## src/rtl/stim_cover_map.sv

```systemverilog
// Coverage bitmap of the 2^WIDTH stimulus combinations with a distinct-hit
// counter and a sticky done flag; clear restarts coverage.
module stim_cover_map #(
    parameter int WIDTH = 2
) (
    input  logic             clk,
    input  logic             rst_n,
    input  logic             clear,
    input  logic             hit,
    input  logic [WIDTH-1:0] idx,
    output logic [WIDTH:0]   cover_cnt,
    output logic             done
);
    localparam int             DEPTH  = 1 << WIDTH;
    localparam logic [WIDTH:0] FULL_C = (WIDTH+1)'(DEPTH);

    logic [DEPTH-1:0] bitmap_r;
    logic [DEPTH-1:0] bitmap_n_s;
    logic [WIDTH:0]   cnt_r;
    logic [WIDTH:0]   cnt_n_s;
    logic             done_r;
    logic             done_n_s;
    logic             new_hit_s;

    // Next-state coverage: only a first hit on a combination advances the count
    always_comb begin
        bitmap_n_s = bitmap_r;
        cnt_n_s    = cnt_r;
        done_n_s   = done_r;
        new_hit_s  = hit & ~bitmap_r[idx];
        if (clear) begin
            bitmap_n_s = {DEPTH{1'b0}};
            cnt_n_s    = {(WIDTH+1){1'b0}};
            done_n_s   = 1'b0;
        end else if (new_hit_s) begin
            bitmap_n_s[idx] = 1'b1;
            cnt_n_s         = cnt_r + (WIDTH+1)'(1);
            done_n_s        = done_r | (cnt_n_s == FULL_C);
        end else begin
            done_n_s = done_r;
        end
    end

    // Coverage state registers
    always_ff @(posedge clk or negedge rst_n) begin
        if (!rst_n) begin
            bitmap_r <= {DEPTH{1'b0}};
            cnt_r    <= {(WIDTH+1){1'b0}};
            done_r   <= 1'b0;
        end else begin
            bitmap_r <= bitmap_n_s;
            cnt_r    <= cnt_n_s;
            done_r   <= done_n_s;
        end
    end

    assign cover_cnt = cnt_r;
    assign done      = done_r;

endmodule

```

## config.mk

```make
export PLATFORM = sky130hd
export DESIGN_NAME = stim_cover_map
export DESIGN_NICKNAME = d
export VERILOG_FILES = /design/src/rtl/stim_cover_map.sv
export SDC_FILE = /design/constraint.sdc
export NUM_CORES = 1
export LEC_CHECK = 0
export CAP_MARGIN = 20
export CORE_AREA = 2 2 39 41
export CTS_CLUSTER_SIZE = 8
export DETAILED_ROUTE_END_ITERATION = 7
export DIE_AREA = 0 0 41 43
export PLACE_DENSITY = 0.51
export SYNTH_ARGS = -nofsm -noshare
export SYNTH_HDL_FRONTEND = slang
export SYNTH_SLANG_ARGS = --single-unit
```

## constraint.sdc

```tcl
create_clock -name clk -period 2.6 [get_ports clk]
set_input_delay 0.65 -clock clk [delete_from_list [all_inputs] [get_ports clk]]
set_output_delay 0.65 -clock clk [all_outputs]
set_load 0.02 [all_outputs]
```

# Yosys cells after proc, flatten, opt, wreduce, memory -nomap -nowiden

Index checks and enable logic that the tools add are counted.

Logic and storage cells: 23
Output and inout port bits: 4
Register bits: 8
Input bits: 6

Add/subtract/negate cells: 1
Bitwise gates (word level): 4
Order comparisons: 2
Reduce and logical (&&, ||, !) cells: 2
Multiplexer cells: 10
Equal/unequal tests: 1

Operators with widths:

| cell                | number |
|---|---|
| $mux 4              | 2 |
| $mux 3              | 2 |
| $mux 1              | 4 |
| $or 4x4->4          | 1 |
| $add 3x1->3 const B | 1 |
| $eq 3x3->1 const B  | 1 |
| $lt 2x3->1 const B  | 1 |
| $bmux 1 s2          | 1 |
| $demux 1 s2         | 1 |
| $ge 2x1->1 const B  | 1 |
| $reduce_bool 2->1   | 1 |
| $and 1x1->1         | 1 |
| $logic_and 1x1->1   | 1 |
| $not 1->1           | 1 |
| $or 1x1->1          | 1 |

# Logic depth before layout (Yosys ltp)

Word-level depth: 7
Depth in mapped cells: 4
Mapped depth without buffers: 4

# Worst setup path after synthesis

OpenSTA, ideal clock, no wires.

Path kind: register to register
Start point: register cnt_r[0] (netlist: cover_cnt[0])
End point: register cnt_r[2] (netlist: cover_cnt[2])
Setup slack: 1.090 ns
Path buffers: 0
Library setup time: 0.125 ns
Arrival time: 1.385 ns
Cell stages (with the launch flop): 5
Clock period less this slack: 1.510 ns
Data required time: 2.475 ns
Cells stage by stage: dfrtp_1 -> ha_1 -> and3_1 -> a32oi_1 -> mux2_2

Cells in the longest elaborated chain, start to end: 3

RTL lines:

| item                   | line | source |
|---|---|---|
| from (decl)            | 19   | `logic [WIDTH:0] cnt_r;` |
| from (signal assigned) | 48   | `cnt_r <= {(WIDTH+1){1'b0}};` |
| from (signal assigned) | 52   | `cnt_r <= cnt_n_s;` |
| $add 3x1->3            | 37   | `cnt_n_s = cnt_r + (WIDTH+1)'(1);` |
| $mux 3                 | 35   | `end else if (new_hit_s) begin` |
| $mux 3                 | 31   | `if (clear) begin` |

Every way passes these cells. The select of a mux whose other input is x is not followed.
A chain may end at the register's enable or synchronous reset.

# Worst setup path after layout

Start point: register cnt_r[0] (netlist: cover_cnt[0])
End point: output cover_cnt[0]

RTL lines:

| item      | line | source |
|---|---|---|
| to (decl) | 11   | `output logic [WIDTH:0] cover_cnt,` |

No word-level cell between the ends.

==> flow_summary_export.csv <==
group,metric,value,unit
yosys,yosysUniqueCellTypes,18,
worst_setup_path,worstSetupPathDepth,1,
drt,first_pass_iters,3,
yosys,yosysMostFrequentCell,"dfrtp_1",
place,portBuffers,9,
cts,clock_path_buffers,2,
cts,root_buffer,"clkbuf_4",
hold_path,whs_path_depth,2,
finish,insertedDiodeCount,0,
cts,hold_buffers,0,
drt,initialDrtViolationCount,2,
drt,wl_per_cell,12.54,µm
floorplanning,design.core.area,0.001384,mm²
grt,antenna_found_initial,0,
sta,setup_viol,0,
yosys,synthAdderAreaFrac,0.05970,
place,gp_congestion,0.6572,
grt,grt_pass1_vias,324,
yosys,synth_warnings,0,
sta,maxSlewViolCount,0,
cts,clock-sinks,8,
sta,hold_viol,0,
grt,grt_max_degree,13,
cts,cts_tree,"built",
sta,relSlewSlack,0.7521,
pwr,leakagePower,0.2594,nW
finish,multi_input_area,207.7,µm²
sta,post-route-worst-setup-slack,0.6513,ns
yosys,synth-main-ff-cell,"dfrtp_1",
cts,post-cts-setup-buffers,0,
pwr,ir_drop,0.2149,mV
yosys,syn-num-nets,48,
grt,grt_overflow_total,0,
drt,vias,312,
finish,nFillCells,144,
cts,clock_latency,0.25,ns
yosys,ys_async_sr_fraction,1.000,
finish,final_layout_size_suffix_gt1_frac,0.09804,
floorplanning,initial_core_util,0.3029,
cts,htreeDepth,1,
yosys,yosysTopAreaCell,"dfrtp_1",
pwr,p_per_area,507.8,mW/mm²
yosys,syn_area,419.2,µm²
worst_setup_path,cp.required,1.95,ns
floorplanning,ioPinCount,10,
finish,area_delta_synth_final,30.75,%
drt,wl,840,µm
yosys,ys_seq_elements,8,
yosys,ys_top_cells_by_count,"8 x dfrtp_1, 6 x nor2_1, 4 x a21oi_1",
yosys,yosysSeqAreaShare,0.4776,
sta,skew,0.001608,ns
finish,final_core_util,0.3960,
sta,worstMarginPinSlew,0.3706,ns
finish,regArea,200.2,µm²
worst_setup_path,crit_path_max_incr_delay,0.63,ns
drt,remaining_drc_errors,0,
yosys,synthTopCellsByArea,"dfrtp_1 48%, mux2i_1 7.2%, ha_1 6.0%, nor2_1 5.4%, a21oi_1 4.8%",
finish,final_nets,61,
floorplanning,fp.dieW,41,µm
worst_setup_path,cp_max_fo,5,
worst_setup_path,end_kind,"primary output",
cts,numCtsBuffers,3,
sta,finalCritPeriodShare,0.7495,
floorplanning,row_count,14,
grt,grt_pass1_wl,1.359,mm
sta,rsz0062_at_grt,"false",
cts,path_clk_slew,0.05,ns
drt,final_antenna_net_count,0,
worst_setup_path,crit_buf_inv,1,
yosys,syn-instance-count,40,
worst_setup_path,cp-start-kind,"flip-flop",
sta,tns,0,ns
worst_setup_path,crit_path_cell_trace,"clkdlybuf4s50_1",
worst_setup_path,reg2reg_depth,4,
yosys,synth.avg_cell_area,10.48,µm²
worst_setup_path,crit_family,"buffers and inverters",
yosys,synth_compound_area_frac,0.1134,
sta,clock.fmax,0.5132,GHz
floorplanning,die_y,43,µm
grt,track_usage,0.1189,
place,post-place-ws,0.4392,ns
yosys,yosys.area_share.simple,0.1761,
yosys,synth_top_family_by_area,"simple AND/OR/NAND/NOR gates",
cts,cts_resized,0,
yosys,synth_xor_area_frac,0.02090,
job,drv_cap,0,
yosys,muxShareOfSynthArea,0.1254,
yosys,synth_top_area_frac,0.4776,
hold_path,worstHoldPathType,"flip-flop to flip-flop",
floorplanning,die_area,0.001763,mm²
worst_setup_path,slowest_stage,"clkdlybuf4s50_1",
drt,vias_per_cell,4.657,
worst_setup_path,critPathArrivalTime,1.30,ns
worst_setup_path,critPathKind,"flip-flop to primary output",
sta,post-route-min-period,1.949,ns
run_status,status,"completed",
yosys,synth-edff-count,0,
-- cell families (layout without fill, tap and decap cells) --
| family | after synthesis | in the layout |
|---|---|---|
| adder cells (fa/ha/maj) | 2 | 2 |
| AND/OR/NAND/NOR | 14 | 14 |
| XOR/XNOR | 1 | 1 |
| multiplexers | 5 | 5 |
| buffers and inverters | 3 | 14 |
| flip-flops | 8 | 8 |
| AO/OA/AOI/OAI | 7 | 7 |
-- cells in the final DEF, fill, tap and decap left out --
master,count
inv_1,2
nand2b_1,2
and3_1,1
nor2_1,6
xor2_1,1
nand3b_1,1
a32oi_1,1
mux2_1,1
a21oi_1,4
nor2b_1,3
a22oi_2,1
clkbuf_4,3
and2_1,1
dfrtp_1,8
clkdlybuf4s50_1,9
ha_1,2
mux2_2,1
o22ai_1,1
mux2i_1,3
-- final timing paths --
path,start,endpoint,slack [ns]
worst max-delay path,cover_cnt[0],cover_cnt[0],0.65
worst max register to register,cover_cnt[0],cover_cnt[2],1.06
worst min register to register,bitmap_r[1],bitmap_r[1],0.50
min in group asynchronous,rst_n,cover_cnt[2],0.68
worst min-delay path,bitmap_r[1],bitmap_r[1],0.50
max in group asynchronous,rst_n,bitmap_r[1],1.65
-- registers in the layout, indices dropped and copies added (netlist names) --
name and flops:
cover_cnt 3, done 1, bitmap_r 4
-- metal layers --
layer / track usage / wire (µm) / vias to the layer above
li1: - / - / 158
met1: 0.1472 / 369 / 148
met2: 0.1625 / 427 / 6
met3: 0.04712 / 43 / 0
met4: 0.08000 / 0 / 0
met5: 0 / 0 / -
-- where the power goes --
part	leakage [nW]	switching, mW	total [mW]	internal, mW
Sequential	0.109	0.00644	0.138	0.131
Clock	0.0138	0.0396	0.0922	0.0526
Combinational	0.137	0.0237	0.0483	0.0246
Total	0.259	0.0697	0.278	0.209
-- per-stage QoR --
| stage | hold WS [ns] | cells | instance area [µm²] | power (mW) |
|---|---|---|---|---|
| final | 0.5003 | 67 | 548.0 | 0.2783 |
| after CTS | 0.5063 | 67 | 548.0 | 0.2838 |
| after floorplan | 0.3544 | 40 | 419.2 | 0.1645 |
| after global placement | 0.4882 | 64 | 525.5 | 0.1866 |
| after detailed placement | 0.4948 | 64 | 525.5 | 0.1882 |
| after global routing | 0.5537 | 67 | 548.0 | 0.2944 |
-- final cells by class --
cell class / count / area share
repair buffers: 9 / 0.1644
inverters: 2 / 0.01370
clock buffers: 3 / 0.04110
multi-input cells: 29 / 0.3790
well taps: 16 / 0.03653
flip-flops and latches: 8 / 0.3653
Note: power is estimated with default switching activity, not from simulation.
